`src/rtl/dmux_router_pkg.sv`:
```
// Shared types and constants for the dmux frame router.
// Optional feature macro: DMUX_ROUTER_PARITY_EN (adds the PARITY state and parity_err).
package dmux_router_pkg;

  localparam int ADDR_W = 2;
  localparam int NUM_CH = 4;
  // Bit counter width; PAYLOAD_LEN is limited to 1..255.
  localparam int BCNT_W = 8;

  // PARITY is always present in the encoding so debug decoders see one
  // stable state map; it is unreachable unless parity is enabled.
  typedef enum logic [2:0] {
    IDLE    = 3'd0,
    ADDR    = 3'd1,
    PAYLOAD = 3'd2,
    PARITY  = 3'd3,
    DONE    = 3'd4
  } state_t;

  // True when the bit count points at the final payload bit of a frame.
  function automatic logic is_last_bit(input logic [BCNT_W-1:0] cnt,
                                       input int               len);
    return cnt == BCNT_W'(len - 1);
  endfunction

endpackage

```
`src/rtl/dmux_router_cnt.sv`:
```
// Per-channel delivered-frame counter: wraps from all-ones back to zero.
module dmux_router_cnt #(
  parameter int CNT_W = 8
) (
  input  logic             clk,
  input  logic             rst_n,
  input  logic             i_en,
  output logic [CNT_W-1:0] o_cnt
);

  logic [CNT_W-1:0] r_cnt;

  // Count enabled events; natural overflow provides the wrap.
  always_ff @(posedge clk or negedge rst_n) begin
    if (!rst_n) begin
      r_cnt <= '0;
    end else if (i_en) begin
      r_cnt <= r_cnt + CNT_W'(1);
    end
  end

  assign o_cnt = r_cnt;

endmodule

```
`src/rtl/dmux_frame_router.sv`:
```
// Serial frame parser feeding the 1-to-4 demux select/data pair.
// Frame: start bit (1), 2 address bits MSB first, PAYLOAD_LEN payload bits,
// then a single DONE cycle. Define DMUX_ROUTER_PARITY_EN to append an
// even-parity bit after the payload and expose parity_err.
//
// Handshake: a bit moves on a rising clk edge where in_valid && in_ready.
// in_ready never depends on in_valid; in PAYLOAD it follows out_ready
// combinationally, so a stalled consumer stalls the serial input and no
// bit is lost. i_valid is a one-cycle registered strobe, one per
// forwarded payload bit.
module dmux_frame_router
  import dmux_router_pkg::*;
#(
  parameter int PAYLOAD_LEN = 8,
  parameter int CNT_W       = 8
) (
  input  logic                    clk,
  input  logic                    rst_n,
  input  logic                    in_valid,
  input  logic                    in_bit,
  output logic                    in_ready,
  input  logic                    out_ready,
  output logic [ADDR_W-1:0]       s,
  output logic                    i,
  output logic                    i_valid,
  output logic                    busy,
  output logic                    frame_done,
  output logic [NUM_CH*CNT_W-1:0] frame_cnt,
`ifdef DMUX_ROUTER_PARITY_EN
  output logic                    parity_err,
`endif
  output state_t                  o_dbg_state
);

  state_t              r_state;
  state_t              w_next;
  logic                w_xfer;
  logic                w_last;
  logic                w_done;
  logic                r_addr_phase;
  logic                r_addr_msb;
  logic [ADDR_W-1:0]   r_s;
  logic [BCNT_W-1:0]   r_bcnt;
  logic                r_i;
  logic                r_i_valid;
`ifdef DMUX_ROUTER_PARITY_EN
  logic                r_par;
  logic                r_parity_err;
  logic                w_par_bad;
`endif

  assign w_xfer = in_valid && in_ready;
  assign w_last = is_last_bit(r_bcnt, PAYLOAD_LEN);
  assign w_done = (r_state == DONE);
`ifdef DMUX_ROUTER_PARITY_EN
  // Even parity: payload ones plus the parity bit must be even.
  assign w_par_bad = r_par ^ in_bit;
`endif

  // State register.
  always_ff @(posedge clk or negedge rst_n) begin
    if (!rst_n) begin
      r_state <= IDLE;
    end else begin
      r_state <= w_next;
    end
  end

  // Next-state decode and input-side ready.
  always_comb begin
    w_next   = r_state;
    in_ready = 1'b0;
    case (r_state)
      IDLE: begin
        in_ready = 1'b1;
        if (w_xfer && in_bit) w_next = ADDR;
      end
      ADDR: begin
        in_ready = 1'b1;
        if (w_xfer && r_addr_phase) w_next = PAYLOAD;
      end
      PAYLOAD: begin
        in_ready = out_ready;
        if (w_xfer && w_last) begin
`ifdef DMUX_ROUTER_PARITY_EN
          w_next = PARITY;
`else
          w_next = DONE;
`endif
        end
      end
      PARITY: begin
`ifdef DMUX_ROUTER_PARITY_EN
        in_ready = 1'b1;
        if (w_xfer) w_next = w_par_bad ? IDLE : DONE;
`else
        w_next = IDLE;
`endif
      end
      DONE: begin
        w_next = IDLE;
      end
      default: begin
        w_next = IDLE;
      end
    endcase
  end

  // Datapath: address capture, payload forwarding, bit count, parity.
  always_ff @(posedge clk or negedge rst_n) begin
    if (!rst_n) begin
      r_addr_phase <= 1'b0;
      r_addr_msb   <= 1'b0;
      r_s          <= '0;
      r_bcnt       <= '0;
      r_i          <= 1'b0;
      r_i_valid    <= 1'b0;
`ifdef DMUX_ROUTER_PARITY_EN
      r_par        <= 1'b0;
      r_parity_err <= 1'b0;
`endif
    end else begin
      r_i          <= 1'b0;
      r_i_valid    <= 1'b0;
`ifdef DMUX_ROUTER_PARITY_EN
      r_parity_err <= 1'b0;
`endif
      case (r_state)
        ADDR: begin
          if (w_xfer) begin
            if (!r_addr_phase) begin
              r_addr_msb   <= in_bit;
              r_addr_phase <= 1'b1;
            end else begin
              // Select only changes once the full address is known.
              r_s          <= {r_addr_msb, in_bit};
              r_addr_phase <= 1'b0;
              r_bcnt       <= '0;
`ifdef DMUX_ROUTER_PARITY_EN
              r_par        <= 1'b0;
`endif
            end
          end
        end
        PAYLOAD: begin
          if (w_xfer) begin
            r_i       <= in_bit;
            r_i_valid <= 1'b1;
            r_bcnt    <= r_bcnt + BCNT_W'(1);
`ifdef DMUX_ROUTER_PARITY_EN
            r_par     <= r_par ^ in_bit;
`endif
          end
        end
`ifdef DMUX_ROUTER_PARITY_EN
        PARITY: begin
          if (w_xfer) r_parity_err <= w_par_bad;
        end
`endif
        default: begin
        end
      endcase
    end
  end

  // One wrapping counter per channel, bumped on DONE for the held select.
  for (genvar ch = 0; ch < NUM_CH; ch++) begin : g_cnt
    dmux_router_cnt #(
      .CNT_W(CNT_W)
    ) u_cnt (
      .clk   (clk),
      .rst_n (rst_n),
      .i_en  (w_done && (r_s == ADDR_W'(ch))),
      .o_cnt (frame_cnt[ch*CNT_W +: CNT_W])
    );
  end

  assign s           = r_s;
  assign i           = r_i;
  assign i_valid     = r_i_valid;
  assign busy        = (r_state != IDLE);
  assign frame_done  = w_done;
  assign o_dbg_state = r_state;
`ifdef DMUX_ROUTER_PARITY_EN
  assign parity_err  = r_parity_err;
`endif

endmodule

```
`config.mk`:
```
export PLATFORM = sky130hd
export DESIGN_NAME = dmux_frame_router
export DESIGN_NICKNAME = d
export VERILOG_FILES = /design/src/rtl/dmux_router_pkg.sv /design/src/rtl/dmux_router_cnt.sv /design/src/rtl/dmux_frame_router.sv
export SDC_FILE = /design/constraint.sdc
export NUM_CORES = 1
export LEC_CHECK = 0
export CORE_MARGIN = 8
export CORE_UTILIZATION = 50
export CTS_CLUSTER_DIAMETER = 150
export DETAILED_ROUTE_END_ITERATION = 10
export GPL_TIMING_DRIVEN = 1
export MAX_ROUTING_LAYER = met4
export PLACE_DENSITY = 0.84
export SETUP_SLACK_MARGIN = 0.3
export SLEW_MARGIN = 10
export SYNTH_ARGS = -nofsm -noshare
export SYNTH_HDL_FRONTEND = slang
export SYNTH_HIERARCHICAL = 1
export SYNTH_SLANG_ARGS = --single-unit
```
`constraint.sdc`:
```
create_clock -name clk -period 2.7 [get_ports clk]
set_clock_uncertainty 0.15 [all_clocks]
set_input_delay 0.27 -clock clk [delete_from_list [all_inputs] [get_ports clk]]
set_output_delay 0.27 -clock clk [all_outputs]
set_load 0.02 [all_outputs]
```
# Word-level counts from Yosys, hierarchy flattened
# Cells that the tools add are included.
dict set report classes {
  n_bitwise 1
  add_sub_neg 5
  eq_ne 13
  muxes 14
  n_reduce_logical 18
}
# op count
set ops {}
lappend ops {{8-bit by 1-bit adder with 8-bit output (second input constant)} 5}
lappend ops {{8-bit two-way mux} 3}
lappend ops {{8-bit one-hot mux with 2 select lines} 1}
lappend ops {{2-bit inequality test (second input constant)} 6}
lappend ops {{3-bit two-way mux} 3}
lappend ops {{3-bit one-hot mux with 3 select lines} 1}
lappend ops {{3-bit AND reduction} 3}
lappend ops {{8-bit by 3-bit equality test with 1-bit output (second input constant)} 1}
lappend ops {{1-bit logical AND} 8}
lappend ops {{1-bit two-way mux} 5}
lappend ops {{2-bit equality test (second input constant)} 2}
lappend ops {{4-bit AND reduction} 1}
lappend ops {{3-bit by 1-bit equality test with 1-bit output (second input constant)} 1}
lappend ops {{3-bit by 2-bit equality test with 1-bit output (second input constant)} 1}
lappend ops {{3-bit equality test (second input constant)} 1}
lappend ops {{3-bit logical NOT} 1}
lappend ops {{3-bit nonzero test} 1}
lappend ops {{2-bit by 1-bit equality test with 1-bit output (second input constant)} 1}
lappend ops {{2-bit logical NOT} 1}
lappend ops {{1-bit one-hot mux with 2 select lines} 1}
lappend ops {{2-bit AND reduction} 1}
lappend ops {{2-bit nonzero test} 1}
lappend ops {{2-bit OR reduction} 1}
lappend ops {{1-bit inverter} 1}
dict set report word_totals {
  in_bits 5
  elab_cells 62
  out_inout_bits 42
  register_bits 49
}

# Depth between registers and ports, before layout
# Gate-level depths: netlist (run 1).
dict set report depth {
  word_depth 7
  mapped_depth 9
  depth_no_buf 8
}

# By module
# The synthesis (run 1) kept the hierarchy.
# mod area_each_um2 seq_area_each_um2 instances cells_per_inst
set modules_own_cells {}
lappend modules_own_cells {dmux_router_cnt 337.8 200.2 4 26}
lappend modules_own_cells {dmux_frame_router 854.6 425.4 1 90}

# Least setup slack after synthesis (run 1)
# No wires, ideal clock.
dict set report synth_timing {
  kind {register -> register}
  start {register r_state[0], in the netlist o_dbg_state[0]}
  end {register g_cnt[1].u_cnt.r_cnt[5]}
  required_time_ps 2470
  t_arrival_ps 1795
  slack_ps 675
  period_less_slack_ps 2025
  n_path_buf 1
  path_stages_with_launch 8
  setup_time_ps 80
  path_cell_list {dfrtp_1 buf_2 nor2_1 nand2_1 nor3b_1 nand4_2 nor2_2 xor2_1}
}
dict set report synth_between {
  elab_chain_len 2
}
# item line
set synth_lines {}
lappend synth_lines {{start, declared} dmux_frame_router.sv:35} ;# state_t r_state;
lappend synth_lines {{start signal, assigned} dmux_frame_router.sv:65} ;# r_state <= w_next;
lappend synth_lines {{3-bit equality test} dmux_frame_router.sv:54} ;# assign w_done = (r_state == DONE);
lappend synth_lines {{1-bit logical AND} dmux_frame_router.sv:173} ;# .i_en (w_done && (r_s == ADDR_W'(ch))),
lappend synth_lines {{end signal, assigned} dmux_router_cnt.sv:18} ;# r_cnt <= r_cnt + CNT_W'(1);
lappend synth_lines {{end, declared} dmux_router_cnt.sv:11} ;# logic [CNT_W-1:0] r_cnt;
# Every way passes these cells.
# A chain may end at the register's enable or synchronous reset.

# Worst setup path after layout (run 1)
dict set report layout_timing {
  start {register r_state[2], in the netlist o_dbg_state[2]}
  end {output port busy}
}
dict set report layout_between {
  elab_chain_len 1
}
# item line
set layout_lines {}
lappend layout_lines {{3-bit nonzero test} dmux_frame_router.sv:181} ;# assign busy = (r_state != IDLE);
lappend layout_lines {{end, declared} dmux_frame_router.sv:26} ;# output logic busy,
# Every way passes these cells.

==> flow_summary.toml, run 1 <==
[global_route]
grt_pass1_vias = 1597
grt_max_degree = 32
gr-total-overflow = 0
track_usage = 0.1473
grt_pass1_wl_um = 7652
antenna_found_initial = 0

[floorplan]
io_pins = 47
row_count = 24
die_w_um = 82.42
initial_core_util = 0.5137
dieArea_mm2 = 0.006793
core_area_mm2 = 0.004294
die_h_um = 82.42

[routing]
wl_um = 4514
post_drt_wl_per_cell_um = 14.95
vias = 1629
antenna_left = 0
drt-vias-per-instance = 5.394
drtPass1Iterations = 4
highest_layer = "met4"
m1WireLength_um = 1949
route.detailed.drc = 0
first_iter_violations = 73
routed-wl-met3_um = 293
wl_met2_um = 2206

[yosys]
synth_cells = 194
synth_area_mm2 = 0.002206
synth_area_leaders = "dfrtp_1 (56%), xnor2_1 (6.4%), xor2_1 (6.4%)"
yosys.cell_types.count = 34
synth.avg_cell_area_um2 = 11.37
synth_top_area_share = 0.5559
syn-num-nets = 204
ys_seq_area_frac = 0.5559
synth_seq_cells = 49
synth_area_leader_cell = "dfrtp_1"
ys_warn_count = 6

[cts]
root_buffer = "clkbuf_8"
htreeDepth = 2
cts_resized = 0
postCtsSetupBuffers = 0
clockBufferDepth = 2
clk_pin_slew_worst_paths_ns = 0.09
clkLatencyLatePin_ns = 0.30
cts_hold_buf = 1
cts_num_sinks = 49
cts_tree = "built"
cts_buffers = 5

[sta]
timing.hold.ws_ns = 0.2678
rsz0062_at_grt = "no"
worst_slack_ns = 0.4679
post-route-period-util = 0.8267
max-slew-margin-rel = 0.6909
setup_tns_ns = 0
hold_viol = 0
tightest_slew_ns = 0.4620
drv_slew = 0
fmax_mhz = 448.0
setup_viol = 0
period_needed_ns = 2.232

[final_layout]
fillers = 373
syn2layout_area_growth_pct = 28.59
finish.utilization = 0.6605
nets = 259
drive_above_1_share = 0.1160
final_cell_mix = "dfrtp_1 (49), clkdlybuf4s50_1 (45), nand2_1 (20)"
final_area_mm2 = 0.002836
final_common_cell = "dfrtp_1"
antenna-diode-count = 0

[placed_design]
place.gp.congestion = 0.8916
hpwl_um = 3334
port_buffers = 46
pre_cts_slack_ns = 0.5970
dpl-instance-area_mm2 = 0.002740

[worst_setup_path]
arrival_ns = 1.81
worstSetupEndpointType = "primary output"
rr_worst_depth = 8
rrSetupSlack_ns = 0.70
crit_type = "flop to primary output"
startpoint_type = "flop"
cp.required_ns = 2.28
cp_max_fo = 9

[power_and_ir_drop]
cellInternalPower_mw = 1.139
p_switching_uw = 498.2
power.density_mw_per_mm2 = 577.2
p_leak_nw = 1.362
switching_share = 0.3043
peakVddDrop_mv = 0.3182
clkPwrFrac = 0.251
combPwrFrac = 0.213
seqPwrFrac = 0.536

[min_path]
hp-class = "primary input to async pin"

[status]
status = "finished clean"

[job]
cap_violations = 0
## through the flow
stage | power, mW | std cells
final | 1.637 | 302
after global routing | 1.727 | 302
after CTS | 1.659 | 302
after detailed placement | 1.242 | 293
after global placement | 1.236 | 293
after floorplan | 1.089 | 194
## path summary, 6_finish.rpt
path	start	endpoint
worst max-delay path	o_dbg_state[2]	busy
worst min-delay path	rst_n	g_cnt[3].u_cnt/o_cnt[2]
worst max register to register	o_dbg_state[0]	g_cnt[2].u_cnt/o_cnt[5]
worst min register to register	g_cnt[1].u_cnt/o_cnt[7]	g_cnt[1].u_cnt/o_cnt[7]
max in group asynchronous	rst_n	g_cnt[2].u_cnt/o_cnt[7]
min in group clk	g_cnt[1].u_cnt/o_cnt[7]	g_cnt[1].u_cnt/o_cnt[7]
## synthesized netlist by cell type, drive strengths merged
master  count
nand3       2
xnor2      16
nand4b      1
nor4b       1
or3         1
nand2b      3
ha          5
mux2        5
and2        2
o31ai       3
a211oi      2
nor2       20
and3        3
a21o        1
or2         1
buf         1
or3b        1
a21oi       4
clkbuf      1
nor3b       2
and4        1
nor3        1
nand2      20
inv         4
or4         2
xor2       16
o21ai       5
nor4        2
nand4      17
nand3b      2
dfrtp      49
## power groups by stage
stage | sequential (mW) | clock, mW | combinational, mW
2_1_floorplan | 0.899 | 0 | 0.190
3_3_place_gp | 0.891 | 0 | 0.345
3_5_place_dp | 0.891 | 0 | 0.351
4_1_cts | 0.876 | 0.429 | 0.354
5_1_grt | 0.890 | 0.455 | 0.382
6_report | 0.878 | 0.411 | 0.348
## logic make-up (layout without fill, tap and decap cells)
group | Yosys count | count (layout) | synth area share
AOI/OAI and AO/OA | 15 | 15 | 0.04084
muxes | 5 | 5 | 0.02552
and+or+nand+nor | 82 | 82 | 0.2116
xor gates and xnor gates | 32 | 32 | 0.1271
buffers and inverters | 6 | 62 | 0.01077
DFF | 49 | 49 | 0.5559
adders and majority gates | 5 | 5 | 0.02836
## metal layers
| layer | track usage | vias up |
|---|---|---|
| met5 | - | - |
| met4 | 0.05965 | 0 |
| met3 | 0.02597 | 5 |
| met2 | 0.2310 | 48 |
| met1 | 0.1842 | 792 |
| li1 | - | 784 |
## layout make-up
| cell class | count | area, um2 | area share |
|---|---|---|---|
| Sequential cell | 49 | 1226 | 0.4323 |
| Multi-Input combinational cell | 139 | 955.9 | 0.3370 |
| Timing Repair Buffer | 50 | 488.0 | 0.1720 |
| Clock buffer | 5 | 68.82 | 0.02426 |
| Tap cell | 52 | 65.06 | 0.02294 |
| Clock inverter | 3 | 17.52 | 0.006176 |
| Inverter | 4 | 15.01 | 0.005293 |
## sequential cells by signal, summed over array words and instances, names as in the netlist
| name | flops |
|---|---|
| g_cnt.u_cnt/o_cnt | 32 |
| i | 1 |
| i_valid | 1 |
| o_dbg_state | 3 |
| r_addr_msb | 1 |
| r_addr_phase | 1 |
| r_bcnt | 8 |
| s | 2 |
## worst max-delay path, stage by stage (launching register included)
cell	delay, ns
dfrtp_1	0.47
or3_2	0.50
clkdlybuf4s50_1	0.55
Note: power is estimated with default switching activity, not from simulation.
==> run 2: changes to the inputs <==
==> constraint.sdc (replaced) <==
create_clock -name clk -period 2.1 [get_ports clk]
set_clock_uncertainty 0.15 [all_clocks]
set_input_delay 0.21 -clock clk [delete_from_list [all_inputs] [get_ports clk]]
set_output_delay 0.21 -clock clk [all_outputs]
set_load 0.02 [all_outputs]
==> flow_summary.toml, run 2 (synthesis results as in run 1) <==
[status]
status = "finished clean"

[floorplan]
initial_core_util = 0.5137
die_w_um = 82.42
io_pins = 47
row_count = 24
dieArea_mm2 = 0.006793
die_h_um = 82.42
core_area_mm2 = 0.004294

[final_layout]
final_common_cell = "dfrtp_1"
final_cell_mix = "dfrtp_1 (46), clkdlybuf4s50_1 (29), nand2_1 (18)"
antenna-diode-count = 0
syn2layout_area_growth_pct = 37.55
largest_reg_flops = 32
nets = 273
drive_above_1_share = 0.2159

[cts]
clockBufferDepth = 2
root_buffer = "clkbuf_8"
cts_tree = "built"
cts_buffers = 5
clkLatencyLatePin_ns = 0.30
cts_num_sinks = 49
clk_pin_slew_worst_paths_ns = 0.09
htreeDepth = 2

[sta]
setup_viol = 0
rsz0062_at_grt = "yes"
hold_viol = 0
post-route-period-util = 0.8593
max-slew-margin-rel = 0.5434
period_needed_ns = 1.805
drv_slew = 0
tightest_slew_ns = 0.6849
worst_slack_ns = 0.2955
fmax_mhz = 554.2
setup_tns_ns = 0

[job]
cap_violations = 0

[worst_setup_path]
cp_slowest_cell = "dfrtp_2"
crit_family = "simple AND/OR/NAND/NOR gates"
cp_max_fo = 8
crit_type = "flop to flop"
crit_chain = "nor2_2, nand2_2, nor3b_4, buf_4, nand4_1, nor2_1, xor2_1"
cp_num_buf_inv = 1
startpoint_type = "flop"
cp.required_ns = 2.18
worstSetupEndpointType = "flop"
arrival_ns = 1.88
cpPeakStageDelay_ns = 0.46

[routing]
vias = 1710
drtPass1Iterations = 4
post_drt_wl_per_cell_um = 15.56
route.detailed.drc = 0
wl_um = 4917
drt-vias-per-instance = 5.411
first_iter_violations = 61
antenna_left = 0

[power_and_ir_drop]
p_total_mw = 2.360
p_leak_nw = 1.645
power.density_mw_per_mm2 = 777.8
peakVddDrop_mv = 0.6009

[min_path]
hp-class = "flop to flop"

[placed_design]
pre_cts_slack_ns = 0.1169
place.gp.congestion = 0.8508
hpwl_um = 3465
port_buffers = 46

[global_route]
grt_pass1_wl_um = 7879
track_usage = 0.1551
grt_pass1_vias = 1616
gr-total-overflow = 0
grt_max_degree = 32
antenna_found_initial = 0
==> run 2: changes by cell type in the layout (fill, tap and decap cells not counted), sizes merged <==
| cell | delta |
|---|---|
| clkinv | -2 |
| clkinvlp | -1 |
| buf | +14 |
| dlymetal6s2s | +10 |
| clkdlybuf4s50 | -16 |
| bufinv | +1 |
| clkdlybuf4s15 | +1 |
| clkbuf | +4 |
| dlygate4sd2 | +3 |
==> run 2: where the power goes <==
part	internal [mW]	total [mW]	switching (mW)
combinational	0.248	0.520	0.272
sequential	1.03	1.15	0.123
clock	0.388	0.692	0.304
total	1.66	2.36	0.698
==> run 2: worst paths after layout <==
path	slack, ns	from	depth (start not counted)	endpoint
setup / recovery	0.30	o_dbg_state[1]	7	g_cnt[1].u_cnt/o_cnt[7]
hold / removal	0.32	r_addr_msb	2	s[1]
setup reg to reg	0.30	o_dbg_state[1]	7	g_cnt[1].u_cnt/o_cnt[7]
hold reg to reg	0.32	r_addr_msb	2	s[1]
max in group asynchronous	0.86	rst_n	3	g_cnt[1].u_cnt/o_cnt[6]
min in group asynchronous	0.33	rst_n	2	g_cnt[0].u_cnt/o_cnt[5]
==> run 2: layout make-up <==
| cell class | count | area, um2 |
|---|---|---|
| tap | 52 | 65.06 |
| clock inverter | 1 | 30.03 |
| clock buffer | 7 | 86.33 |
| fill | 324 | 1260 |
| timing repair buffer | 64 | 605.6 |
| inverter | 4 | 15.01 |
| multi-input combinational | 139 | 1002 |
| sequential | 49 | 1230 |
==> run 2: timing repair <==
action / in CTS / in global routing
buffers inserted: 5 / 8
hold endpoints to repair: 29 / 0
hold buffers: 1 / 0
setup endpoints to repair: 16 / 34
pin swaps: 2 / 5
gates resized for setup: 10 / 18
==> run 2: tightest hold or removal path: stages (launching register included) <==
cell	delay, ns
dfrtp_1	0.35
nand2_1	0.05
nand2_1	0.04
==> run 2: per-layer routing <==
layer	track usage	share of wire	vias to the layer above
li1	-	-	816
met1	0.1930	0.42	848
met2	0.2396	0.50	39
met3	0.03247	0.055	7
met4	0.06491	0.018	0
met5	-	0	-
==> run 2: through the flow <==
step,instance area (um2),cells,hold slack (ns),utilization
6_report,3034,316,0.3185,0.7066
2_1_floorplan,2236,194,-0.2356,-
5_1_grt,3034,316,0.3329,0.7066
3_3_place_gp,2771,294,0.1290,0.6454
4_1_cts,2943,308,0.3245,0.6853
3_5_place_dp,2771,294,0.1414,0.6454
